`src/rtl/fft_input_buffer.sv`:
```
`default_nettype none
// ============================================================================
//  Module      : fft_input_buffer
//  Description : Gathers a serial sample stream into 8-sample frames and
//                presents each frame in parallel (x0 oldest .. x7 newest) to
//                an 8-point FFT core. Double-buffered: the fill bank collects
//                new samples while the hold bank keeps the last frame stable
//                until the FFT side acknowledges it.
//  Revision    : 1.0 - initial release
// ============================================================================
module fft_input_buffer #(
   parameter int WIDTH = 16
) (
   input  logic             fastclk,
   input  logic             rst,
   input  logic [WIDTH-1:0] sample_in,
   input  logic             sample_valid,
   output logic             sample_ready,
   output logic [WIDTH-1:0] x0,
   output logic [WIDTH-1:0] x1,
   output logic [WIDTH-1:0] x2,
   output logic [WIDTH-1:0] x3,
   output logic [WIDTH-1:0] x4,
   output logic [WIDTH-1:0] x5,
   output logic [WIDTH-1:0] x6,
   output logic [WIDTH-1:0] x7,
   output logic             frame_valid,
   input  logic             frame_ack,
   output logic [3:0]       fill_count,
   output logic             overrun
);

   localparam logic [3:0] c_FULL_COUNT = 4'd8;

   logic [WIDTH-1:0] r_fill [0:7];
   logic [WIDTH-1:0] r_hold [0:7];
   logic [2:0]       r_wr_idx;
   logic [3:0]       r_fill_count;
   logic             r_frame_valid;
   logic             r_overrun;

   logic w_full;
   logic w_hold_free;
   logic w_reload;
   logic w_accept;
   logic w_ready;

   // Handshake decode from registered state; ready drops while the fill
   // bank is full, so a sample write can never coincide with a reload.
   always_comb begin
      w_full      = (r_fill_count == c_FULL_COUNT);
      w_hold_free = !r_frame_valid || frame_ack;
      w_reload    = w_full && w_hold_free;
      w_ready     = !rst && !w_full;
      w_accept    = sample_valid && w_ready;
   end

   // Fill bank: write accepted samples in arrival order, restart on reload.
   always_ff @(posedge fastclk) begin
      if (rst) begin
         for (int i = 0; i < 8; i++) begin
            r_fill[i] <= '0;
         end
         r_wr_idx     <= 3'd0;
         r_fill_count <= 4'd0;
      end else if (w_reload) begin
         r_wr_idx     <= 3'd0;
         r_fill_count <= 4'd0;
      end else if (w_accept) begin
         r_fill[r_wr_idx] <= sample_in;
         r_wr_idx         <= r_wr_idx + 3'd1;
         r_fill_count     <= r_fill_count + 4'd1;
      end
   end

   // Hold bank: load a full frame when free; a lone ack only clears valid.
   always_ff @(posedge fastclk) begin
      if (rst) begin
         for (int i = 0; i < 8; i++) begin
            r_hold[i] <= '0;
         end
         r_frame_valid <= 1'b0;
      end else if (w_reload) begin
         for (int i = 0; i < 8; i++) begin
            r_hold[i] <= r_fill[i];
         end
         r_frame_valid <= 1'b1;
      end else if (frame_ack && r_frame_valid) begin
         r_frame_valid <= 1'b0;
      end
   end

   // Sticky overrun: a sample offered while not ready is dropped and flagged.
   always_ff @(posedge fastclk) begin
      if (rst) begin
         r_overrun <= 1'b0;
      end else if (sample_valid && !w_ready) begin
         r_overrun <= 1'b1;
      end
   end

   assign sample_ready = w_ready;
   assign frame_valid  = r_frame_valid;
   assign fill_count   = r_fill_count;
   assign overrun      = r_overrun;
   assign x0 = r_hold[0];
   assign x1 = r_hold[1];
   assign x2 = r_hold[2];
   assign x3 = r_hold[3];
   assign x4 = r_hold[4];
   assign x5 = r_hold[5];
   assign x6 = r_hold[6];
   assign x7 = r_hold[7];

endmodule
`default_nettype wire
```
`config.mk`:
```
export PLATFORM = sky130hd
export DESIGN_NAME = fft_input_buffer
export DESIGN_NICKNAME = d
export VERILOG_FILES = /design/src/rtl/fft_input_buffer.sv
export SDC_FILE = /design/constraint.sdc
export NUM_CORES = 1
export LEC_CHECK = 0
export ABC_AREA = 1
export BUFFER_PORTS_ARGS = -buffer_cell sky130_fd_sc_hd__buf_2
export CAP_MARGIN = 5
export CORE_MARGIN = 2
export CORE_UTILIZATION = 60
export DETAILED_ROUTE_END_ITERATION = 7
export GPL_ROUTABILITY_DRIVEN = 0
export PLACE_DENSITY = 0.86
export SYNTH_ARGS = -nofsm -noshare
export SYNTH_HDL_FRONTEND = slang
export SYNTH_SLANG_ARGS = --single-unit
```
`constraint.sdc`:
```
create_clock -name fastclk -period 11.2 [get_ports fastclk]
set_clock_uncertainty 0.1 [all_clocks]
set_input_delay 0.56 -clock fastclk [delete_from_list [all_inputs] [get_ports fastclk]]
set_output_delay 0.56 -clock fastclk [all_outputs]
set_load 0.02 [all_outputs]
```
==> impl_metrics.toml <==
[status]
status = "finished clean"

[route]
drtIter0Drc = 461
vias = 5849
viasPerCell = 5.04
wl_um = 19700
remaining_drc_errors = 0
dr.pass1.iters = 5
post_drt_wl_per_cell_um = 17.0
postRouteAntennaNets = 0

[cells_and_area]
area_delta_synth_final_pct = 16.4
finalNonFillerCells = 1161
nFillCells = 1047
fin_area_um2 = 11800
drive_above_1_share = 0.259
insertedDiodeCount = 0
fin_nets = 946

[logic_synthesis]
synth_common_cells = "edfxtp_1, nor2_1, inv_1"
synthFlopType = "edfxtp_1"
synth-seq-area-share = 0.778
synth-seq-cells = 265
synthesis.area_um2 = 10100
syn_inst = 764
avgSynthCellArea_um2 = 13.2
syn-num-nets = 787
ys_warn_count = 0
yosysMostFrequentCell = "edfxtp_1"
synth_cell_types = 21
yosys-top-cells-area = "edfxtp_1, nor2_1, inv_1"
synth_top_cell_area_share = 0.760
synth_edf_count = 256
synth_top_area_cell = "edfxtp_1"
synthArstFlopShare = 0

[sta]
tightest_slew_ns = 1.21
hold_ws_ns = 0.270
finalSetupViolCount = 0
slew_violations = 0
finalCritPeriodShare = 0.275
hold_viol_final = 0
relSlewSlack = 0.192
rsz0062_at_grt = "false"
fin_crit_ns = 3.08
setup_ws_ns = 8.12
fmax_mhz = 325
setup_tns_ns = 0

[setup_path]
criticalPathCategory = "in -> reg"
cp-start-kind = "input port"
cp_slowest_stage_delay_ns = 0.90
arrival_ns = 3.10
r2r_cells = 5
cp-end-kind = "flop"
crit_slowest_cell = "buf_4"
required_ns = 11.22
critPathMaxFanout = 94
crit_chain = "buf_2 -> inv_1 -> nand2_4 -> buf_4"

[floorplan]
dieArea_um2 = 17900
rows = 47
start_util = 0.612
die_h_um = 134
coreArea_um2 = 16500
die_x_um = 134
io_pins = 155

[run]
cap_violations = 0

[power]
power.density_nw_per_um2 = 175
p_leak_nw = 5.14
ir_drop_v = 0.000122

[clocking]
clk_pin_slew_worst_paths_ns = 0.06
cts.sinks = 265
postCtsSetupRepairBufs = 0
cts_resized = 0
clk_path_buf_depth = 3
h-tree-depth = 1
cts_root_buf = "clkbuf_16"
ctsHoldBuffers = 0
tritoncts = "yes"
cts_buffers = 25
clock_latency_ns = 0.51

[place]
place_ws_ns = 7.64
dp_hpwl_um = 11900
placed_cells = 1116
portBuffers = 154
place_area_um2 = 11000

[global_route]
grt_max_degree = 97
grt_pass1_vias = 5683
antenna_found_initial = 0
overflow = 0
grtUsageTotal = 0.218
grt_pass1_wl_um = 29400

[worst_hold_path]
min_delay_path_depth = 4
min_path_type = "in -> reg"
placed cells by master (no fill, tap or decap), drive strengths merged, types with 2 or more instances in the layout:
cell type / synthesis / routed
bufinv: 0 / 3
edfxtp: 256 / 256
nand2: 36 / 36
nor2: 263 / 263
ha: 3 / 3
a21oi: 9 / 9
nand4: 2 / 2
xor2: 2 / 2
clkbuf: 7 / 32
clkinv: 0 / 10
inv: 156 / 156
nand3: 3 / 3
dfxtp: 9 / 9
buf: 17 / 156
per-stage QoR:
stage / utilization / power [W]
after floorplan: - / 0.00122
after global placement: 0.665 / 0.00126
after detailed placement: 0.665 / 0.00126
after CTS: 0.713 / 0.00206
after global routing: 0.713 / 0.00211
final: 0.713 / 0.00206
power breakdown:
group,switching (W),internal (W),total [W]
sequential,0.0000135,0.00112,0.00114
combinational,0.0000814,0.0000223,0.000104
clock,0.000337,0.000478,0.000816
total,0.000432,0.00163,0.00206
worst paths after layout:
check	startpoint	to	slack, ns
max	rst	r_hold[0][127]$_SDFFCE_PP0P_	8.12
min	frame_ack	frame_valid$_SDFFE_PP0P_	0.27
min reg2reg	overrun$_SDFFE_PP0P_	overrun$_SDFFE_PP0P_	0.38
max reg2reg	fill_count[0]$_SDFFE_PP0P_	r_hold[0][127]$_SDFFCE_PP0P_	8.33
per-layer routing:
metal | up-vias | global-route usage | part of all wire
li1 | 2738 | - | -
met1 | 2745 | 0.282 | 0.38
met2 | 299 | 0.356 | 0.49
met3 | 67 | 0.0351 | 0.081
met4 | 0 | 0.125 | 0.050
met5 | - | 0 | 0
area by class of cell:
class	count	area [um^2]	share of cell area
inverter	156	586	0.0497
timing repair buffer	156	786	0.0667
tap	220	275	0.0234
clock inverter	13	133	0.0113
clock buffer	32	652	0.0553
sequential	265	7870	0.668
multi-input combinational	319	1480	0.126
state kept, by name (all words and copies together) (netlist names):
name and cells:
overrun 1, r_wr_idx 3, fill_count 4, r_fill 128, frame_valid 1, r_hold 128
critical path, delay by kind of cell:
| family | cells | cell delay [ns] |
|---|---|---|
| AND/OR/NAND/NOR | 1 | 0.56 |
| buffers and inverters | 3 | 1.81 |
cells by family (layout without fill, tap and decap cells):
logic type	Yosys count	count (layout)	share of synthesized area
compound gates	9	9	0.00445
flops	265	265	0.778
fa+ha+maj	3	3	0.00371
simple gates	305	305	0.135
xor+xnor	2	2	0.00173
buf+inv	180	357	0.0772
No activity file was read; power rests on OpenSTA's default activity.
